**src/rtl/sys_defs_pkg.sv**
```systemverilog
// Shared system definitions: XLEN, ZERO_REG, ROB entry and commit FSM states.
// Consumers see the macros through the guarded defines below.
`ifndef XLEN
`define XLEN 32
`endif
`ifndef ZERO_REG
`define ZERO_REG 5'd0
`endif

package sys_defs_pkg;

    typedef struct packed {
        logic              valid;
        logic              wr_mem;
        logic [4:0]        dest_reg;
        logic [`XLEN-1:0]  value;
        logic [`XLEN-1:0]  dest_addr;
    } ROB_ENTRY;

    typedef enum logic {
        IDLE,
        STORE_WAIT
    } commit_state_t;

endpackage

```
**src/rtl/commit_unit.sv**
```systemverilog
// In-order commit stage: retires the ROB head, writes the RF, issues stores.
// Optional statistics counters are built when COMMIT_STATS_EN is defined.
`ifndef XLEN
`define XLEN 32
`endif
`ifndef ZERO_REG
`define ZERO_REG 5'd0
`endif

module commit_unit
    import sys_defs_pkg::*;
#(
    parameter int CNT_WIDTH = 32
) (
    input  logic                 clock,
    input  logic                 reset,
    input  logic                 head_ready,
    input  ROB_ENTRY             head_entry,
    input  logic                 mem_ack,
    output logic                 retire,
    output logic                 rf_we,
    output logic [4:0]           rf_dest,
    output logic [`XLEN-1:0]     rf_value,
    output logic                 mem_req,
    output logic [`XLEN-1:0]     mem_addr,
    output logic [`XLEN-1:0]     mem_data,
    output logic                 busy
`ifdef COMMIT_STATS_EN
    ,
    output logic [CNT_WIDTH-1:0] retired_count,
    output logic [CNT_WIDTH-1:0] store_count
`endif
);

    commit_state_t state, next_state;
    logic          accept;
    logic          rf_wr;
    logic          st_issue;
    logic          st_done;

    always_ff @(posedge clock or posedge reset) begin
        if (reset) begin
            state <= IDLE;
        end else begin
            state <= next_state;
        end
    end

    always_comb begin
        next_state = state;
        accept     = 1'b0;
        retire     = 1'b0;
        st_done    = 1'b0;
        unique case (state)
            IDLE: begin
                accept = head_ready && head_entry.valid;
                retire = accept && !head_entry.wr_mem;
                if (accept && head_entry.wr_mem) begin
                    next_state = STORE_WAIT;
                end
            end
            STORE_WAIT: begin
                st_done = mem_ack;
                retire  = mem_ack;
                if (mem_ack) begin
                    next_state = IDLE;
                end
            end
            default: next_state = IDLE;
        endcase
        if (reset) begin
            retire  = 1'b0;
            st_done = 1'b0;
        end
    end

    assign busy     = (state == STORE_WAIT);
    assign st_issue = accept && head_entry.wr_mem;
    assign rf_wr    = accept && !head_entry.wr_mem &&
                      (head_entry.dest_reg != `ZERO_REG);

    always_ff @(posedge clock or posedge reset) begin
        if (reset) begin
            rf_we    <= 1'b0;
            rf_dest  <= '0;
            rf_value <= '0;
            mem_req  <= 1'b0;
            mem_addr <= '0;
            mem_data <= '0;
        end else begin
            rf_we <= rf_wr;
            if (rf_wr) begin
                rf_dest  <= head_entry.dest_reg;
                rf_value <= head_entry.value;
            end
            // Address/data are only loaded on issue, so they hold through the wait.
            if (st_issue) begin
                mem_req  <= 1'b1;
                mem_addr <= head_entry.dest_addr;
                mem_data <= head_entry.value;
            end else if (st_done) begin
                mem_req  <= 1'b0;
            end
        end
    end

`ifdef COMMIT_STATS_EN
    always_ff @(posedge clock or posedge reset) begin
        if (reset) begin
            retired_count <= '0;
            store_count   <= '0;
        end else begin
            if (retire) begin
                retired_count <= retired_count + 1'b1;
            end
            if (st_done) begin
                store_count <= store_count + 1'b1;
            end
        end
    end
`endif

endmodule
```
**config.mk**
```make
export PLATFORM = sky130hd
export DESIGN_NAME = commit_unit
export DESIGN_NICKNAME = d
export VERILOG_FILES = /design/src/rtl/sys_defs_pkg.sv /design/src/rtl/commit_unit.sv
export SDC_FILE = /design/constraint.sdc
export NUM_CORES = 1
export LEC_CHECK = 0
export BUFFER_PORTS_ARGS = -buffer_cell sky130_fd_sc_hd__buf_2
export CAP_MARGIN = 20
export CORE_MARGIN = 2
export CORE_UTILIZATION = 42
export CTS_CLUSTER_DIAMETER = 50
export DETAILED_ROUTE_END_ITERATION = 16
export PLACE_DENSITY = 0.75
export SYNTH_ARGS = -nofsm -noshare
export SYNTH_HDL_FRONTEND = slang
export SYNTH_SLANG_ARGS = --single-unit
```
**constraint.sdc**
```tcl
create_clock -name clock -period 2.89 [get_ports clock]
set_input_delay 0.289 -clock clock [delete_from_list [all_inputs] [get_ports clock]]
set_output_delay 0.289 -clock clock [all_outputs]
set_load 0.01 [all_outputs]
```
==> results of run 1 <==
cells by family (layout without fill, tap and decap cells):
| group | count (synthesis) | in the layout | share of synthesized area, % |
|---|---|---|---|
| compound gates | 9 | 9 | 1.90 |
| buf+inv | 14 | 204 | 2.77 |
| flops | 104 | 104 | 64.7 |
| mux | 96 | 96 | 29.6 |
| simple gates | 7 | 7 | 1.12 |
repair_timing:
item | 4_1_cts | 5_1_grt
hold buffers | 0 | 1
hold endpoints to repair | 0 | 3
endpoints found under the setup margin | 0 | 0
layout make-up:
| cell class | instances | area, sq um | share of cell area [%] |
|---|---|---|---|
| clock buffers | 10 | 138 | 2.62 |
| flip-flops and latches | 104 | 2600 | 49.6 |
| repair buffers | 185 | 968 | 18.5 |
| inverters | 3 | 17.5 | 0.334 |
| clock inverters | 6 | 42.5 | 0.811 |
| multi-input cells | 112 | 1320 | 25.1 |
| well taps | 129 | 161 | 3.08 |
stage by stage:
stage               utilization (%)  setup slack [ps]  cells  total power (W)
finish                         56.5               790    549          0.00383
global route                   56.5               674    549          0.00407
CTS                            56.2               745    547          0.00389
detailed placement             54.3               760    531          0.00304
global placement               54.3               754    531          0.00300
floorplan                         -              1250    230          0.00255
report_power, final:
part / internal (W) / switching, W
clock network: 0.000340 / 0.000486
registers: 0.00179 / 0.000168
logic: 0.000577 / 0.000472
total: 0.00270 / 0.00113
critical path: cells and delay by family, from the launching register on:
kind	cells	cell delay, ps
compound gates	1	200
flops	1	440
simple gates	1	480
buf+inv	1	470
mux	1	400
registers in the layout, summed over array words and instances, names as in the netlist:
name / cells
rf_dest: 5
rf_we: 1
mem_addr: 32
rf_value: 32
mem_req: 1
mem_data: 32
busy: 1
placed cells by master (no fill, tap or decap), drive strengths merged:
master | netlist | layout
clkbuf | 2 | 10
mux2 | 96 | 96
o21ai | 3 | 3
dlygate4sd3 | 0 | 1
nand4 | 1 | 1
nand2 | 2 | 2
inv | 3 | 4
clkinv | 0 | 2
nor2 | 1 | 1
buf | 9 | 184
or3 | 1 | 1
a22o | 5 | 5
nor4bb | 1 | 1
dfrtp | 104 | 104
clkinvlp | 0 | 3
a21oi | 1 | 1
or2 | 1 | 1
worst max path at each step:
| stage | depth (start not counted) | slack, ps | start | endpoint |
|---|---|---|---|---|
| 6_report | 4 | 790 | busy | rf_value[29] |
| 5_1_grt | 4 | 670 | busy | rf_value[29] |
| 4_1_cts | 4 | 750 | busy | rf_value[29] |
| 3_5_place_dp | 5 | 760 | head_entry[69] | rf_value[29] |
| 3_3_place_gp | 5 | 750 | head_entry[69] | rf_value[29] |
| 2_1_floorplan | 6 | 1250 | busy | rf_value[10] |
layer usage:
| layer | track usage (%) | wire length, microns |
|---|---|---|
| met1 | 18.8 | 3340 |
| met3 | 5.75 | 639 |
| met4 | 5.95 | 187 |
| met5 | 0 | 0 |
| met2 | 27.2 | 4240 |
==> impl_metrics.env, run 1 <==
export IMPL_antenna_cells=0
export IMPL_clock_skew_ps=6.63
export IMPL_yosysWarnings=0
export IMPL_placedInstanceArea_sq_um=5040
export IMPL_grt_pass1_wl_microns=12800
export IMPL_root_buffer="clkbuf_8"
export IMPL_cp_slowest_cell="nor4bb_2"
export IMPL_tns_ps=0
export IMPL_hold_depth=2
export IMPL_grt_util_all_layers_pct=16.0
export IMPL_cp_start_kind="flop"
export IMPL_cap_violations=0
export IMPL_outcome="complete, no violations"
export IMPL_synth_edff_count=0
export IMPL_io_pins=180
export IMPL_crit_required_ps=3130
export IMPL_synth_top_cells_by_count="dfrtp_1, mux2_2, mux2_4, buf_2, a22o_1"
export IMPL_worst_r2r_endpoint="rf_value[29]"
export IMPL_period_minus_slack_ps=2100
export IMPL_synthToLayoutAreaGrowth_pct=30.4
export IMPL_grt_overflow_total=0
export IMPL_clk_latency_ps=350
export IMPL_hold_start="mem_ack"
export IMPL_yosysTopAreaCellShare_pct=64.7
export IMPL_cts_resized=0
export IMPL_antenna_left=0
export IMPL_hold_viol_final=0
export IMPL_relSlewSlack_pct=42.8
export IMPL_cp_arrival_ps=2340
export IMPL_setup_violations=0
export IMPL_numClockSinks=104
export IMPL_cts_buffers=9
export IMPL_num_vias=2599
export IMPL_rsz0062_at_grt="false"
export IMPL_cts_buffer_depth=2
export IMPL_yosys_area_top_type="dfrtp_1"
export IMPL_yosysMostFrequentCell="dfrtp_1"
export IMPL_dp_hpwl_microns=6050
export IMPL_reg2reg_from="busy"
export IMPL_synthDistinctLibCells=19
export IMPL_routabilityCongestion=0.777
export IMPL_tightest_slew_ps=858
export IMPL_clkTransAtPathRegs_ps=100
export IMPL_drive_gt1_share_pct=72.1
export IMPL_ys_seq_elements=104
export IMPL_wire_per_inst_microns=15.3
export IMPL_cpPeakStageDelay_ps=480
export IMPL_antenna_found_initial=0
export IMPL_syn_avg_cell_area_sq_um=17.5
export IMPL_start_util_pct=43.4
export IMPL_path_max_fanout=31
export IMPL_cp_end_kind="flop"
export IMPL_die_area_sq_um=10400
export IMPL_wl_microns=8410
export IMPL_grt_max_degree=67
export IMPL_path_cells="nor4bb_2 -> o21ai_4 -> inv_4 -> mux2_2"
export IMPL_final_cell_area_sq_um=5250
export IMPL_hold_path_class="primary input to flop"
export IMPL_crit_type="flop to flop"
export IMPL_syn_num_nets=305
export IMPL_cts_tree="done"
export IMPL_drt_iter0_markers=27
export IMPL_min_period_over_period_pct=72.7
export IMPL_fillers=819
export IMPL_p_per_area_nw_per_um2=730
export IMPL_min_to="busy"
export IMPL_die_w_microns=102
export IMPL_leakage_nw=2.64
export IMPL_yosysSeqAreaShare_pct=64.7
export IMPL_fin_hold_ws_ps=148
export IMPL_row_count=35
export IMPL_yosys_most_used_dff="dfrtp_1"
export IMPL_portBuffers=179
export IMPL_drt_pass1_iter_count=3
export IMPL_r2r_slack_ps=790
export IMPL_cts_max_level=3
export IMPL_ir_worst_vdd_mv=0.300
export IMPL_synth_async_reset_ratio_pct=100
export IMPL_grt_pass1_vias=2627
export IMPL_syn_cell_area_sq_um=4030
export IMPL_nNetsFinal=490
export IMPL_cts_setup_buffers=0
export IMPL_drcViolationCount=0
export IMPL_r2r_cells=4
export IMPL_viasPerCell=4.73
export IMPL_synthCells=230
export IMPL_synth_area_leaders="dfrtp_1, mux2_2, mux2_4"
export IMPL_timing_fmax_mhz=476
export IMPL_drv_slew=0
export IMPL_core_area_sq_um=9280
export IMPL_dieHeight_microns=102
Note: power is estimated with default switching activity, not from simulation.
==> inputs of run 2 (changes only) <==
--- a/config.mk
+++ b/config.mk
@@ -8,10 +8,10 @@
 export BUFFER_PORTS_ARGS = -buffer_cell sky130_fd_sc_hd__buf_2
 export CAP_MARGIN = 20
 export CORE_MARGIN = 2
-export CORE_UTILIZATION = 42
+export CORE_UTILIZATION = 47
 export CTS_CLUSTER_DIAMETER = 50
 export DETAILED_ROUTE_END_ITERATION = 16
-export PLACE_DENSITY = 0.75
+export PLACE_DENSITY = 0.8
 export SYNTH_ARGS = -nofsm -noshare
 export SYNTH_HDL_FRONTEND = slang
 export SYNTH_SLANG_ARGS = --single-unit
==> constraint.sdc (replaced) <==
create_clock -name clock -period 2 [get_ports clock]
set_input_delay 0.2 -clock clock [delete_from_list [all_inputs] [get_ports clock]]
set_output_delay 0.2 -clock clock [all_outputs]
set_load 0.01 [all_outputs]
==> impl_metrics.env, run 2 (synthesis results as in run 1) <==
export IMPL_outcome="complete, no violations"
export IMPL_routabilityCongestion=0.760
export IMPL_tns_ps=0
export IMPL_grt_overflow_total=0
export IMPL_cts_max_level=3
export IMPL_drt_pass1_iter_count=5
export IMPL_numClockSinks=104
export IMPL_rsz0062_at_grt="false"
export IMPL_period_minus_slack_ps=1840
export IMPL_path_buf_inv=2
export IMPL_clkTransAtPathRegs_ps=100
export IMPL_final_common_cell="buf_2"
export IMPL_hold_path_class="primary input to asynchronous set/reset pin"
export IMPL_reg2reg_from="busy"
export IMPL_dp_hpwl_microns=6410
export IMPL_placedInstanceArea_sq_um=5040
export IMPL_grt_pass1_vias=2616
export IMPL_clock_skew_ps=15.0
export IMPL_antenna_cells=0
export IMPL_hold_buffers=0
export IMPL_r2r_slack_ps=270
export IMPL_worst_r2r_endpoint="rf_value[29]"
export IMPL_cp_start_kind="flop"
export IMPL_cp_slowest_cell="dfrtp_1"
export IMPL_drv_slew=0
export IMPL_clk_latency_ps=350
export IMPL_viasPerCell=4.87
export IMPL_setup_violations=0
export IMPL_cts_setup_buffers=0
export IMPL_ir_worst_vdd_mv=0.567
export IMPL_io_pins=180
export IMPL_antenna_left=0
export IMPL_cts_tree="done"
export IMPL_timing_fmax_mhz=544
export IMPL_cp_top_family="flip-flops"
export IMPL_leakage_nw=2.65
export IMPL_crit_required_ps=1800
export IMPL_cts_buffer_depth=2
export IMPL_grt_util_all_layers_pct=17.9
export IMPL_wire_per_inst_microns=16.2
export IMPL_grt_pass1_wl_microns=12700
export IMPL_relSlewSlack_pct=56.0
export IMPL_cp_end_kind="output port"
export IMPL_crit_type="flop to output port"
export IMPL_final_cell_area_sq_um=5220
export IMPL_num_vias=2565
export IMPL_portBuffers=179
export IMPL_die_w_microns=96.5
export IMPL_drcViolationCount=0
export IMPL_most_common_layout_cells="buf_2, dfrtp_1, mux2_2"
export IMPL_path_max_fanout=6
export IMPL_wl_microns=8520
export IMPL_tightest_slew_ps=660
export IMPL_min_period_over_period_pct=92.0
export IMPL_antenna_found_initial=0
export IMPL_start_util_pct=48.7
export IMPL_nNetsFinal=492
export IMPL_drt_iter0_markers=76
export IMPL_top_regs="mem_addr: 32 flops, mem_data: 32 flops, rf_value: 32 flops"
export IMPL_die_area_sq_um=9320
export IMPL_r2r_cells=5
export IMPL_synthToLayoutAreaGrowth_pct=29.7
export IMPL_core_area_sq_um=8260
export IMPL_cpPeakStageDelay_ps=460
export IMPL_path_cells="nor4bb_4 -> buf_4 -> a21oi_1 -> nor2_1 -> buf_2"
export IMPL_drive_gt1_share_pct=72.0
export IMPL_cap_violations=0
export IMPL_hold_viol_final=0
export IMPL_cp_arrival_ps=1640
export IMPL_row_count=33
export IMPL_p_per_area_nw_per_um2=1060
export IMPL_dieHeight_microns=96.5
export IMPL_cts_buffers=9
export IMPL_root_buffer="clkbuf_8"
export IMPL_grt_max_degree=54
==> run 2: power breakdown <==
group	switching [W]	total [W]	internal (W)
registers	0.000243	0.00283	0.00258
clock network	0.000675	0.00117	0.000492
logic	0.000686	0.00152	0.000833
total	0.00160	0.00551	0.00391
==> run 2: per-stage QoR <==
step | std cells | util (%) | power [W] | setup slack [ps] | hold WS [ps]
global placement | 511 | 61.0 | 0.00433 | 227 | 417
detailed placement | 511 | 61.0 | 0.00441 | 189 | 436
CTS | 527 | 63.1 | 0.00559 | 44.0 | 60.7
floorplan | 230 | - | 0.00369 | 360 | 296
global route | 527 | 63.2 | 0.00584 | 53.1 | 57.1
finish | 527 | 63.2 | 0.00551 | 160 | 65.4
==> run 2: worst max-delay path by stage <==
stage | cells past startpoint | start | slack, ps | endpoint
finish | 5 | busy | 160 | retire
global route | 5 | busy | 50 | retire
CTS | 5 | busy | 40 | retire
detailed placement | 5 | busy | 190 | rf_value[29]
global placement | 5 | busy | 230 | rf_value[29]
floorplan | 6 | busy | 360 | rf_value[10]
==> run 2: final cells by class <==
| class | instances | area, sq um |
|---|---|---|
| Fill cell | 643 | 3040 |
| Clock buffer | 12 | 145 |
| Sequential cell | 104 | 2600 |
| Multi-Input combinational cell | 112 | 1330 |
| Inverter | 3 | 17.5 |
| Clock inverter | 4 | 30.0 |
| Tap cell | 105 | 131 |
| Timing Repair Buffer | 187 | 968 |
==> run 2: worst min-delay path, delay by kind of cell <==
family | cells | cell delay, ps
buffers and inverters | 3 | 690
==> run 2: metal layers <==
layer  vias to the layer above  global-route usage, %  routed length [microns]
met3                         6                   4.81                      562
met4                         0                   5.52                       82
li1                       1178                      -                        -
met5                         -                      0                        0
met1                      1278                   21.6                     3430
met2                       103                   31.4                     4440
==> run 2: timing repair <==
| action | in CTS | in global routing |
|---|---|---|
| setup endpoints to repair | 0 | 1 |
| endpoints found under the hold margin | 0 | 0 |
| resized for setup | 0 | 1 |
==> inputs of run 3 (changes only) <==
--- a/config.mk
+++ b/config.mk
@@ -7,11 +7,10 @@
 export LEC_CHECK = 0
 export BUFFER_PORTS_ARGS = -buffer_cell sky130_fd_sc_hd__buf_2
 export CAP_MARGIN = 20
-export CORE_MARGIN = 2
 export CORE_UTILIZATION = 47
 export CTS_CLUSTER_DIAMETER = 50
 export DETAILED_ROUTE_END_ITERATION = 16
-export PLACE_DENSITY = 0.8
+export PLACE_DENSITY = 0.9
 export SYNTH_ARGS = -nofsm -noshare
 export SYNTH_HDL_FRONTEND = slang
 export SYNTH_SLANG_ARGS = --single-unit
==> impl_metrics.env, run 3 (synthesis results as in run 1) <==
export IMPL_hold_path_class="primary input to flop"
export IMPL_outcome="complete, no violations"
export IMPL_layout_setup_ws_ps=202
export IMPL_leakage_nw=2.66
export IMPL_dpl_cell_count=512
export IMPL_critPathLaunch="busy"
export IMPL_final_cell_area_sq_um=5250
export IMPL_wl_microns=8590
export IMPL_drive_gt1_share_pct=72.4
export IMPL_cts_tree="done"
export IMPL_num_vias=2596
export IMPL_relSlewSlack_pct=66.8
export IMPL_synthToLayoutAreaGrowth_pct=30.5
export IMPL_grt_pass1_wl_microns=13300
export IMPL_final_common_cell="buf_2"
export IMPL_viasPerCell=4.91
export IMPL_cp_slowest_cell="dfrtp_1"
export IMPL_grt_overflow_total=0
export IMPL_setup_violations=0
export IMPL_io_pins=180
export IMPL_tns_ps=0
export IMPL_min_period_over_period_pct=89.9
export IMPL_numClockSinks=104
export IMPL_cp_start_kind="flop"
export IMPL_cap_violations=0
export IMPL_antenna_left=0
export IMPL_crit_required_ps=1800
export IMPL_cpPeakStageDelay_ps=430
export IMPL_reg2reg_from="busy"
export IMPL_dp_hpwl_microns=6460
export IMPL_drv_slew=0
export IMPL_timing_fmax_mhz=556
export IMPL_grt_pass1_vias=2763
export IMPL_period_minus_slack_ps=1800
export IMPL_placedInstanceArea_sq_um=5060
export IMPL_die_area_sq_um=8940
export IMPL_hold_start="head_entry[11]"
export IMPL_cts_buffers=9
export IMPL_dp_slack_ps=182
export IMPL_drcViolationCount=0
export IMPL_cts_max_level=3
export IMPL_finalNonFillerCells=529
export IMPL_routabilityCongestion=0.765
export IMPL_hold_viol_final=0
export IMPL_rsz0062_at_grt="false"
export IMPL_cp_end_kind="output port"
export IMPL_drt_iter0_markers=37
export IMPL_antenna_cells=0
export IMPL_p_per_area_nw_per_um2=1060
export IMPL_core_area_sq_um=8260
export IMPL_antenna_found_initial=0
export IMPL_grt_util_all_layers_pct=19.8
export IMPL_clkTransAtPathRegs_ps=110
export IMPL_clk_latency_ps=350
export IMPL_tightest_slew_ps=498
export IMPL_fin_hold_ws_ps=66.7
export IMPL_path_max_fanout=6
export IMPL_path_buf_inv=2
export IMPL_cp_top_family="flip-flops"
export IMPL_clock_skew_ps=11.8
export IMPL_dieHeight_microns=94.5
export IMPL_path_cells="nor4bb_4 -> buf_4 -> a21oi_1 -> nor2_1 -> buf_2"
export IMPL_portBuffers=179
export IMPL_cts_buffer_depth=2
export IMPL_fillers=656
export IMPL_grt_max_degree=56
export IMPL_nNetsFinal=494
export IMPL_wire_per_inst_microns=16.2
export IMPL_die_w_microns=94.5
export IMPL_start_util_pct=48.7
export IMPL_row_count=33
export IMPL_crit_type="flop to output port"
export IMPL_cp_arrival_ps=1600
export IMPL_ir_worst_vdd_mv=0.503
export IMPL_drt_pass1_iter_count=4
export IMPL_top_regs="mem_addr: 32 flops, mem_data: 32 flops, rf_value: 32 flops"
export IMPL_root_buffer="clkbuf_8"
export IMPL_most_common_layout_cells="buf_2, dfrtp_1, mux2_2"
run 3: report_power, final:
part / total (W) / switching [W] / internal, W
clock network: 0.00118 / 0.000722 / 0.000462
registers: 0.00284 / 0.000254 / 0.00258
logic: 0.00152 / 0.000686 / 0.000838
run 3: layout make-up:
cell class              count  area [sq um]  area share (%)
clock buffers               9           124            2.36
clock inverters             7          53.8            1.02
inverters                   3          17.5           0.333
multi-input cells         112          1330            25.2
flip-flops and latches    104          2600            49.5
well taps                 105           131            2.50
repair buffers            189           998            19.0
run 3: layer usage:
metal	part of all wire (%)	GRT usage, %
met5	0	0
met4	1.1	5.68
met3	6.4	5.88
met2	53	35.1
met1	39	23.3
run 3: worst paths after layout:
path                                end  slack [ps]  cells after the start
max                              retire         200                      5
min                        mem_addr[11]          70                      2
max reg2reg                rf_value[28]         290                      5
min reg2reg                  rf_dest[3]         510                      1
max in group asynchronous    rf_dest[1]         960                      4
min in group asynchronous   mem_addr[0]         310                      3
run 3: worst register-to-register path: cells and delay by family, from the launching register on:
family,cells,cell delay (ps)
muxes,1,330
AOI/OAI and AO/OA,1,110
DFF,1,430
buffers and inverters,2,370
and+or+nand+nor,1,350
run 3: through the flow:
stage	power, W	utilization, %
final	0.00555	63.6
after global routing	0.00587	63.6
after floorplan	0.00369	-
after detailed placement	0.00442	61.2
after CTS	0.00561	63.5
after global placement	0.00433	61.2
run 3: repair_timing:
action | in CTS | in global routing
setup buffers | 0 | 0
hold buffers | 1 | 0
setup endpoints to repair | 0 | 1
resized for setup | 0 | 1
endpoints found under the hold margin | 6 | 0
